[config.mk]
export PLATFORM = sky130hd
export DESIGN_NAME = fetch_decode_unit
export DESIGN_NICKNAME = d
export VERILOG_FILES = /design/src/rtl/fetch_decode_unit.sv
export SDC_FILE = /design/constraint.sdc
export NUM_CORES = 1
export LEC_CHECK = 0
export CORE_AREA = 2 2 99 101
export DETAILED_ROUTE_END_ITERATION = 8
export DIE_AREA = 0 0 101 103
export PLACE_DENSITY_LB_ADDON = 0.08
export SYNTH_ARGS = -nofsm -noshare
export SYNTH_HDL_FRONTEND = slang
export SYNTH_SLANG_ARGS = --single-unit
[constraint.sdc]
create_clock -name CLK -period 1.8 [get_ports CLK]
set_input_delay 0.36 -clock CLK [delete_from_list [all_inputs] [get_ports CLK]]
set_output_delay 0.36 -clock CLK [all_outputs]
set_load 0.05 [all_outputs]
[src/rtl/fetch_decode_unit.sv]
// Pipeline front end: owns the PC, fetches 16-bit words over a req/valid
// handshake and presents registered decoded fields to the decode/execute
// register. Jump redirects from execute override everything else.
module fetch_decode_unit #(
  parameter int unsigned     PC_W     = 8,
  parameter logic [PC_W-1:0] RESET_PC = '0
) (
  input  logic            CLK,
  input  logic            RST_N,
  output logic            imem_req,
  output logic [PC_W-1:0] imem_addr,
  input  logic [15:0]     imem_rdata,
  input  logic            imem_valid,
  input  logic            stall,
  input  logic            redirect,
  input  logic [PC_W-1:0] redirect_addr,
  output logic            inst_valid,
  output logic [3:0]      a_addr_out,
  output logic [3:0]      b_addr_out,
  output logic [3:0]      c_addr_out,
  output logic [7:0]      immediate_val_out,
  output logic [7:0]      addr_out,
  output logic [7:0]      j_addr_out,
  output logic [PC_W-1:0] PC_out,
  output logic [2:0]      alu_control_out,
  output logic [1:0]      JCTL_out,
  output logic [1:0]      im_ctl_out,
  output logic            reg_write_out,
  output logic            data_read_out,
  output logic            data_write_out,
  output logic            reg_addr_out,
  output logic            stack_command_out,
  output logic [1:0]      stack_ctl_out,
  output logic            illegal_op
);

  typedef enum logic [1:0] {StFetch, StWait, StHold} state_e;

  typedef struct packed {
    logic [3:0] a_addr;
    logic [3:0] b_addr;
    logic [3:0] c_addr;
    logic [7:0] imm;
    logic [7:0] addr;
    logic [7:0] j_addr;
    logic [2:0] alu;
    logic [1:0] jctl;
    logic [1:0] im_ctl;
    logic       reg_write;
    logic       data_read;
    logic       data_write;
    logic       stack_cmd;
    logic [1:0] stack_ctl;
  } fields_t;

  // Opcodes D-F fall through to an all-zero (NOP) field set.
  function automatic fields_t decode(input logic [15:0] w);
    fields_t f;
    f = '0;
    case (w[15:12])
      4'h1, 4'h2, 4'h3, 4'h4, 4'h5: begin
        f.c_addr    = w[11:8];
        f.a_addr    = w[7:4];
        f.b_addr    = w[3:0];
        f.alu       = w[14:12] - 3'd1;  // ADD..XOR map onto 000..100
        f.reg_write = 1'b1;
      end
      4'h6: begin
        f.c_addr    = w[11:8];
        f.imm       = w[7:0];
        f.im_ctl    = 2'b01;
        f.reg_write = 1'b1;
      end
      4'h7: begin
        f.c_addr    = w[11:8];
        f.addr      = w[7:0];
        f.data_read = 1'b1;
        f.reg_write = 1'b1;
      end
      4'h8: begin
        f.a_addr     = w[11:8];
        f.addr       = w[7:0];
        f.data_write = 1'b1;
      end
      4'h9: begin
        f.j_addr = w[7:0];
        f.jctl   = 2'b01;
      end
      4'hA: begin
        f.a_addr = w[11:8];
        f.b_addr = w[7:4];
        f.j_addr = {4'h0, w[3:0]};
        f.jctl   = 2'b10;
      end
      4'hB: begin
        f.a_addr    = w[11:8];
        f.stack_cmd = 1'b1;
        f.stack_ctl = 2'b01;
      end
      4'hC: begin
        f.c_addr    = w[11:8];
        f.stack_cmd = 1'b1;
        f.stack_ctl = 2'b10;
        f.reg_write = 1'b1;
      end
      default: f = '0;
    endcase
    return f;
  endfunction

  state_e          state_q, state_d;
  logic [PC_W-1:0] pc_q, pc_d;
  logic [PC_W-1:0] addr_q, addr_d;
  logic [PC_W-1:0] pc_out_q, pc_out_d;
  logic            req_q, req_d;
  logic            flush_q, flush_d;
  logic            valid_q, valid_d;
  logic            illegal_q, illegal_d;
  fields_t         fields_q, fields_d;

  // Next-state: redirect first, then the fetch/wait/hold sequence.
  always_comb begin
    state_d   = state_q;
    pc_d      = pc_q;
    addr_d    = addr_q;
    pc_out_d  = pc_out_q;
    req_d     = req_q;
    flush_d   = flush_q;
    valid_d   = valid_q;
    fields_d  = fields_q;
    illegal_d = 1'b0;
    if (redirect) begin
      pc_d     = redirect_addr;
      valid_d  = 1'b0;
      fields_d = '0;
      req_d    = 1'b0;
      state_d  = StFetch;
      // A response still in flight must be swallowed unless it is arriving now.
      flush_d  = ((state_q == StWait) || flush_q) && !imem_valid;
    end else begin
      unique case (state_q)
        StFetch: begin
          // Hold off the new request until the stale response has been dropped.
          if (!flush_q || imem_valid) begin
            flush_d = 1'b0;
            req_d   = 1'b1;
            addr_d  = pc_q;
            state_d = StWait;
          end
        end
        StWait: begin
          if (imem_valid) begin
            fields_d  = decode(imem_rdata);
            illegal_d = (imem_rdata[15:12] >= 4'hD);
            pc_out_d  = pc_q;
            pc_d      = pc_q + PC_W'(1);
            valid_d   = 1'b1;
            req_d     = 1'b0;
            state_d   = StHold;
          end
        end
        StHold: begin
          if (!stall) begin
            valid_d = 1'b0;
            state_d = StFetch;
          end
        end
        default: state_d = StFetch;
      endcase
    end
  end

  // State and registered outputs.
  always_ff @(posedge CLK or negedge RST_N) begin
    if (!RST_N) begin
      state_q   <= StFetch;
      pc_q      <= RESET_PC;
      addr_q    <= '0;
      pc_out_q  <= '0;
      req_q     <= 1'b0;
      flush_q   <= 1'b0;
      valid_q   <= 1'b0;
      illegal_q <= 1'b0;
      fields_q  <= '0;
    end else begin
      state_q   <= state_d;
      pc_q      <= pc_d;
      addr_q    <= addr_d;
      pc_out_q  <= pc_out_d;
      req_q     <= req_d;
      flush_q   <= flush_d;
      valid_q   <= valid_d;
      illegal_q <= illegal_d;
      fields_q  <= fields_d;
    end
  end

  assign imem_req          = req_q;
  assign imem_addr         = addr_q;
  assign inst_valid        = valid_q;
  assign PC_out            = pc_out_q;
  assign illegal_op        = illegal_q;
  assign a_addr_out        = fields_q.a_addr;
  assign b_addr_out        = fields_q.b_addr;
  assign c_addr_out        = fields_q.c_addr;
  assign immediate_val_out = fields_q.imm;
  assign addr_out          = fields_q.addr;
  assign j_addr_out        = fields_q.j_addr;
  assign alu_control_out   = fields_q.alu;
  assign JCTL_out          = fields_q.jctl;
  assign im_ctl_out        = fields_q.im_ctl;
  assign reg_write_out     = fields_q.reg_write;
  assign data_read_out     = fields_q.data_read;
  assign data_write_out    = fields_q.data_write;
  assign stack_command_out = fields_q.stack_cmd;
  assign stack_ctl_out     = fields_q.stack_ctl;
  assign reg_addr_out      = 1'b0;

endmodule

# Word level (Yosys, flattened, before mapping)

Cells that the tools add are included.

Add/sub/neg operators: 2
Muxes and demuxes: 38
Bitwise operators: 1
Reductions and logical operators: 23
Magnitude comparators: 1
Eq/ne operators: 17

Operators by type and width:

| operator            | count |
|---|---|
| $mux 49             | 3 |
| $mux 8              | 5 |
| $eq 4x4->1 const B  | 5 |
| $eq 4x3->1 const B  | 4 |
| $mux 1              | 16 |
| $pmux 4 s2          | 2 |
| $pmux 8 s2          | 1 |
| $reduce_and 3->1    | 5 |
| $ne 3x3->1 const B  | 3 |
| $add 8x1->8 const B | 1 |
| $eq 4x2->1 const B  | 2 |
| $mux 2              | 4 |
| $reduce_bool 2->1   | 4 |
| $reduce_or 8->1     | 1 |
| $pmux 2 s3          | 1 |
| $pmux 3 s2          | 1 |
| $reduce_bool 3->1   | 2 |
| $reduce_or 5->1     | 1 |
| $eq 4x1->1 const B  | 1 |
| $ge 4x4->1 const B  | 1 |
| $mux 4              | 1 |
| $pmux 1 s2          | 2 |
| $pmux 2 s2          | 1 |
| $reduce_and 2->1    | 2 |
| other kinds (11)    | 13 |

Bits in registers: 79
Bits of input ports: 29
Word-level logic and storage cells: 104

# Longest topological paths before layout

Gate-level depths: netlist (run 1).

Depth after elaboration: 6
Depth in mapped cells: 7
Mapped depth without buffers: 5

# Least setup slack after synthesis (run 1)

OpenSTA, ideal clock, no wires.

Kind: input-to-reg
Start point: input port imem_rdata[12]
End point: register fields_q, in the netlist a_addr_out[3]
Data required time: 1.670 ns
Path slack: 0.162 ns
Path buffers: 1
Stages on the path: 6
Library setup time: 0.130 ns
Arrival time: 1.508 ns
Cells stage by stage: inv_1 ha_1 clkbuf_1 or3b_2 nand3b_4 o221ai_2

Longest elaborated chain between the ends: 6
Elaborated cells on any way between the ends: 14
Classes of those cells: eq/ne (8); mux (4); reduce/logical (2)

Ends and longest elaborated chain:

| element                                            | RTL line | source |
|---|---|---|
| from (decl)                                        | 12       | `input logic [15:0] imem_rdata,` |
| $eq 4x1->1, or another cell as far along           | 60       | `case (w[15:12])` |
| $reduce_or 5->1 or $reduce_or 3->1 (tied branches) | n/a      |  |
| $pmux 4 s2 (*)                                     | 60       |  |
| $mux 49 (*)                                        | 152      | `if (imem_valid) begin` |
| $mux 49 (*)                                        | 141      | `unique case (state_q)` |
| $mux 49 (*)                                        | 132      | `if (redirect) begin` |
| to (signal assigned)                               | 194      | `fields_q <= fields_d;` |
| to (decl)                                          | 119      | `fields_t fields_q, fields_d;` |

Every way passes the cells marked *; elsewhere a longest branch is shown, timed or not. The select of a mux whose other input is x is not followed.
A chain may end at the register's enable or synchronous reset.

# Worst setup path after layout (run 1)

Start point: input port imem_rdata[13]
End point: register fields_q, in the netlist c_addr_out[0]

Longest elaborated chain between the ends: 6
Elaborated cells on any way between the ends: 13
Classes of those cells: eq/ne (8); mux (4); reduce/logical (1)

Ends and longest elaborated chain:

| element                                  | RTL line |
|---|---|
| $eq 4x1->1, or another cell as far along | 60 |
| $reduce_or 8->1 (no line) (*)            | n/a |
| $mux 4 (*)                               | 60 |
| $mux 49 (*)                              | 152 |
| $mux 49 (*)                              | 141 |
| $mux 49 (*)                              | 132 |

Marks and branches as above.

==> run metrics, run 1 <==
Final min period 1.69 ns; mean routed wirelength per cell 17.6 um; most common cell after layout, fill and taps aside buf_4; Max-cap violations 0; Final ANT Viol Nets 0; area leader, netlist dfrtp_1; antenna violations before repair 0; clock latency on the worst-skew pair 0.37 ns; Die ar. 0.0104 mm^2; Clock Tree Buf Depth 2; via count 2966; Ports 98; post-synthesis sequential area ratio 54.1%; crit path max fanout 8; H-tree depth 3; VDD IR max 0.640 mV; Slew Limit Fails 0; ANT cells 0; CTS tree done; critical path endpoint category register; Worst Clk Skew 0.0194 ns; status finished clean; largest net degree at the start of global routing 33; Setup Buffers After CTS 0; port bufs 95; Max Fclk 591 MHz; fill count 882; Layout Utilization 51.9%; ys flop type dfrtp_1; period utilization 94.0%; DRT Pass-1 Iters 4; GRT Util Overall 19.3%; Post-synth EDFFs 0; setup TNS 0 ns; drt total wl 9.78 mm; CTS buffer count 9; ys async rst share 100%; DR DRC count 0; Syn Area/Cell 11.2 um^2; r2r setup slk 0.23 ns; Chip Width 101 um; YS warnings 0; number of global-route vias before repair 2895; Die Ht 103 um; Synth Register Bits 78; clock tree sinks 78; CP arrival 1.92 ns; num rows 36; CTS Root Cell clkbuf_8; top-area cell type share of the netlist area 54.1%; highest-count cells in the layout ignoring fill and taps buf_4, dfrtp_1, nand2_1, clkdlybuf4s50_1, nand3_1; Final Wtd Congestion 0.781; DP Wirelength 6.99 mm; Area Overhead vs Synth 35.9%; worst path required time 2.03 ns; synth top area cells dfrtp_1, mux2_2, nand3_1; final net count 471; core area 0.00946 mm^2; Final Hold Violating Endpoints 0; global-route wire length before repair 15.4 mm; Yosys cell types 51; Iter 0 DRT Violations 89; final setup vio count 0; GRT overflow 0; P_leak 2.25 nW; HP Class input pin to register; mapped cell area 0.00361 mm^2; share of post-route cells with drive strength above 1 33.9%; WS Path Type input pin to register; Clock transition at path regs 0.10 ns; initial core utilization 38.2%; pwr/cell area 960 mW/mm^2; Setup crit start kind input pin; Cells after Synth 322; vias per cell 5.33
-- sequential cells by signal, summed over array words and instances, names as in the netlist, 3 cells and up --
signal / count
PC_out: 8
a_addr_out: 4
addr_out: 8
alu_control_out: 3
b_addr_out: 4
c_addr_out: 4
imem_addr: 8
immediate_val_out: 8
j_addr_out: 8
pc_q: 8
-- layout make-up --
class,instances,area (um^2),share of cell area (%)
Timing Repair Buffer,133,1110,22.7
Clock buffer,9,124,2.52
Inverter,6,22.5,0.459
Tap cell,114,143,2.91
Sequential cell,78,1950,39.8
Clock inverter,7,62.6,1.27
Multi-Input combinational cell,209,1490,30.4
-- metrics by stage --
step                worst slack [ns]  instances  power (W)  instance area (um^2)  hold WS, ns
floorplan                      0.162        323    0.00294                  3610       0.0644
global placement              -0.328        539    0.00345                  4690        0.310
detailed placement            -0.359        539    0.00346                  4690        0.309
CTS                           0.0198        556    0.00475                  4880        0.459
global route                -0.00852        556    0.00493                  4910        0.311
finish                         0.109        556    0.00471                  4910        0.295
-- critical path: stages --
cell	delay [ns]
clkdlybuf4s50_1	0.52
inv_1	0.08
ha_1	0.22
buf_4	0.19
nor3_2	0.15
a2bb2oi_2	0.17
buf_6	0.13
o21ai_0	0.09
-- report_power, final --
part / switching, W / internal (W) / total (W)
registers: 0.000130 / 0.00192 / 0.00205
logic: 0.000875 / 0.000499 / 0.00137
clock network: 0.000756 / 0.000530 / 0.00129
-- logic make-up after synthesis --
logic type / after synthesis / synth area share, %
flops: 78 / 54.1
other cells: 1 / 0.104
xor+xnor: 3 / 0.728
fa+ha+maj: 5 / 1.73
mux: 18 / 5.58
simple gates: 99 / 16.5
buf+inv: 36 / 5.27
compound gates: 82 / 16.1
-- per-layer routing --
layer | GRT usage [%] | vias up | routed length (um)
li1 | - | 1408 | -
met1 | 25.6 | 1459 | 4340
met2 | 31.6 | 88 | 4730
met3 | 4.34 | 11 | 577
met4 | 6.24 | 0 | 127
met5 | 0 | - | 0
-- Yosys cell counts (all sizes together) (6+ instances only) --
master and instances:
o21ai 16, a21oi 20, nand4 7, o211ai 8
nor2 7, nand2 31, inv 6, mux2 17
dfrtp 78, nand3 24, clkbuf 10, buf 20
a32o 9, o2bb2ai 7
-- worst paths after layout --
| kind | startpoint | to | depth (start not counted) |
|---|---|---|---|
| max | imem_rdata[13] | c_addr_out[0] | 8 |
| min | imem_rdata[12] | alu_control_out[0] | 2 |
| max reg2reg | state_q[0] | PC_out[7] | 3 |
| min reg2reg | j_addr_out[6] | j_addr_out[6] | 1 |
| max in group asynchronous | RST_N | pc_q[1] | 3 |
| min in group asynchronous | RST_N | immediate_val_out[5] | 2 |
-- what timing repair did --
| action | 4_1_cts | 5_1_grt |
|---|---|---|
| hold endpoints to repair | 24 | 0 |
| hold buffers | 1 | 0 |
| endpoints found under the setup margin | 0 | 15 |
| gates resized for setup | 0 | 6 |
(Power assumes the default switching activity.)
==> run 2, diff against run 1 <==
- CTS_CLUSTER_DIAMETER: not set -> 50
==> results of run 2 <==
Same layout as run 1: the final DEF is identical, and so are final timing and power.
==> run 3, diff against run 2 <==
- CORE_AREA: 2 2 99 101 -> 2 2 110 112
- DIE_AREA: 0 0 101 103 -> 0 0 112 114
==> run 3 against run 2 <==
Against the previous run:
- maximum frequency increased by 6.8%
- flip-flop and latch count did not move
- non-clock buffer count grew 2
- via count rose by 0.44%
- global-route usage fell by 2.1 points
- clock skew is 0.012 ns lower
- critical path depth fell by 4
- combinational power increased by 3%
- die area is 23% higher
- worst setup slack improved by 0.11 ns
- critical endpoint is now b_addr_out[2]
==> run metrics, run 3 (same netlist as run 1, synthesis figures left out) <==
Final ANT Viol Nets 0 (unchanged); most common cell after layout, fill and taps aside buf_4; Setup crit end b_addr_out[2]; port bufs 95 (unchanged); reg2reg end j_addr_out[7]; WS Path Type input pin to register; Logic pwr share 27.0% (-2.2 points); clock latency on the worst-skew pair 0.33 ns (-0.04 ns); GRT Util Overall 17.2% (-2.1 points); HP Class input pin to asynchronous set/reset pin; num rows 40 (+11%); VDD IR max 0.750 mV (+17%); NetSw 0.00181 W (+2.8%); Final min period 1.58 ns (-0.108 ns); critical path endpoint category register; number of global-route vias before repair 3029 (+4.6%); Clock transition at path regs 0.07 ns (-0.03 ns); CTS buffer count 9 (unchanged); setup repair after global routing missed its margin false; share of post-route cells with drive strength above 1 34.7% (+0.75 points); Ports 98 (unchanged); placed inst area 0.00482 mm^2 (+3.0%); Die ar. 0.0128 mm^2 (+23%); Max-cap violations 0 (unchanged); Final Hold Violating Endpoints 0 (unchanged); Non-Filler Instances 591 (+6.3%); Relative slew margins 65.5%; setup TNS 0 ns (unchanged); period utilization 88.0% (-6.0 points); CP arrival 1.79 ns (-0.13 ns); RR Startpoint state_q[1]; CP startpoint imem_rdata[14]; CP max-delay cell or4_4; r2r setup slk 0.22 ns (about the same); Least-Margin Pin Slew 0.517 ns; WP depth 4 (-4); Setup crit start kind input pin; mean routed wirelength per cell 17.8 um (+1.3%); worst path required time 2.01 ns (-0.02 ns); highest-count cells in the layout ignoring fill and taps buf_4, dfrtp_1, nand2_1, nand3_1, clkdlybuf4s50_1; core area 0.0117 mm^2 (+24%); Chip Width 112 um (+11%); DP Wirelength 7.52 mm (+7.6%); sw frac 34.8% (-2.6 points); GRT overflow 0 (unchanged); Setup Buffers After CTS 0 (unchanged); H-tree depth 3 (unchanged); clock share of power 33.5% (+6.2 points); crit-path max cell delay 0.63 ns (+0.11 ns); Layout Utilization 43.8% (-8.1 points); Slew Limit Fails 0 (unchanged); P_int 0.00339 W (+15%); DRT Pass-1 Iters 6 (+2); hold slack final 0.00118 ns (-0.294 ns); drt total wl 10.5 mm (+7.6%); Area Overhead vs Synth 42.0%; worst r2r path cells 4 (+1); pwr/cell area 1010 mW/mm^2 (+5.7%); vias per cell 5.04 (-5.5%); Final Wtd Congestion 0.780 (about the same); antenna violations before repair 0 (unchanged); ANT cells 0 (unchanged); Flop pwr share 39.4% (-4.1 points); CTS Root Cell clkbuf_16; DP Cell Count 575 (+6.7%); Finished Cell Area 0.00513 mm^2 (+4.5%); critical-path cell list clkdlybuf4s50_1, or4_4, nand3b_4, o211ai_1; initial core utilization 30.8% (-7.3 points); Worst Clk Skew 0.00699 ns (-0.0124 ns); via count 2979 (+0.44%); CTS tree done; status finished clean; Die Ht 114 um (+11%); Iter 0 DRT Violations 195 (+120%); CP delay by family, top simple AND/OR/NAND/NOR gates; final setup vio count 0 (unchanged); Worst Path Buf+Inv 1 (-3); Max Fclk 632 MHz (+6.8%); final net count 473 (+0.42%); DR DRC count 0 (unchanged); Clock Tree Buf Depth 2 (unchanged); global-route wire length before repair 17.0 mm (+11%); P_leak 2.34 nW (+4.1%); largest net degree at the start of global routing 37 (+12%); clock tree sinks 78 (unchanged); crit path max fanout 8 (unchanged)
-- run 3: cell count changes in the layout (fill, tap and decap cells not counted), moves of 2 or more --
cell,before,now
clkbuf_8,9,0
buf_12,3,9
buf_4,101,99
clkbuf_16,0,9
clkdlybuf4s50_1,26,24
inv_8,2,0
-- run 3: repair_timing --
action | 4_1_cts | 5_1_grt
endpoints found under the setup margin | 5 | 18
pin swaps | 1 | 1
cloned | 0 | 0
hold buffers | 0 | 0
resized for setup | 1 | 7
-- run 3: how the worst min path moves through the flow --
stage                     cells after the start  startpoint  slack (ns)              endpoint
after floorplan                               0       RST_N        0.06           JCTL_out[0]
after global placement                        1       RST_N        0.38  immediate_val_out[4]
after detailed placement                      1       RST_N        0.37  immediate_val_out[6]
after CTS                                     1       RST_N        0.01  immediate_val_out[6]
after global routing                          1       RST_N        0.04         im_ctl_out[0]
final                                         1       RST_N       0.001  immediate_val_out[6]
-- run 3: power groups by stage --
stage | combinational, W | sequential [W] | clock [W]
after global routing | 0.00149 | 0.00208 | 0.00188
after detailed placement | 0.00141 | 0.00209 | 0
final | 0.00141 | 0.00205 | 0.00174
after global placement | 0.00141 | 0.00209 | 0
after CTS | 0.00142 | 0.00206 | 0.00180
after floorplan | 0.000377 | 0.00256 | 0
-- run 3: final cells by class --
cell class                 count  area, um^2
clock buffer                   9         225
inverter                       6        22.5
tap                          147         184
sequential                    78        1950
clock inverter                 7        55.1
fill                        1174        6580
timing repair buffer         135        1200
multi-input combinational    209        1490
-- run 3: routing by layer --
| layer | global-route usage, % | part of all wire [%] |
|---|---|---|
| met1 | 22.8 | 46 |
| met2 | 27.6 | 48 |
| met3 | 4.46 | 5.0 |
| met4 | 5.45 | 1.5 |
| met5 | 0 | 0 |
-- run 3: per-stage QoR --
step | worst slack [ns] | total power (W)
detailed placement | -0.358 | 0.00350
global route | 0.139 | 0.00545
finish | 0.217 | 0.00520
floorplan | 0.162 | 0.00294
CTS | 0.0285 | 0.00527
global placement | -0.349 | 0.00350
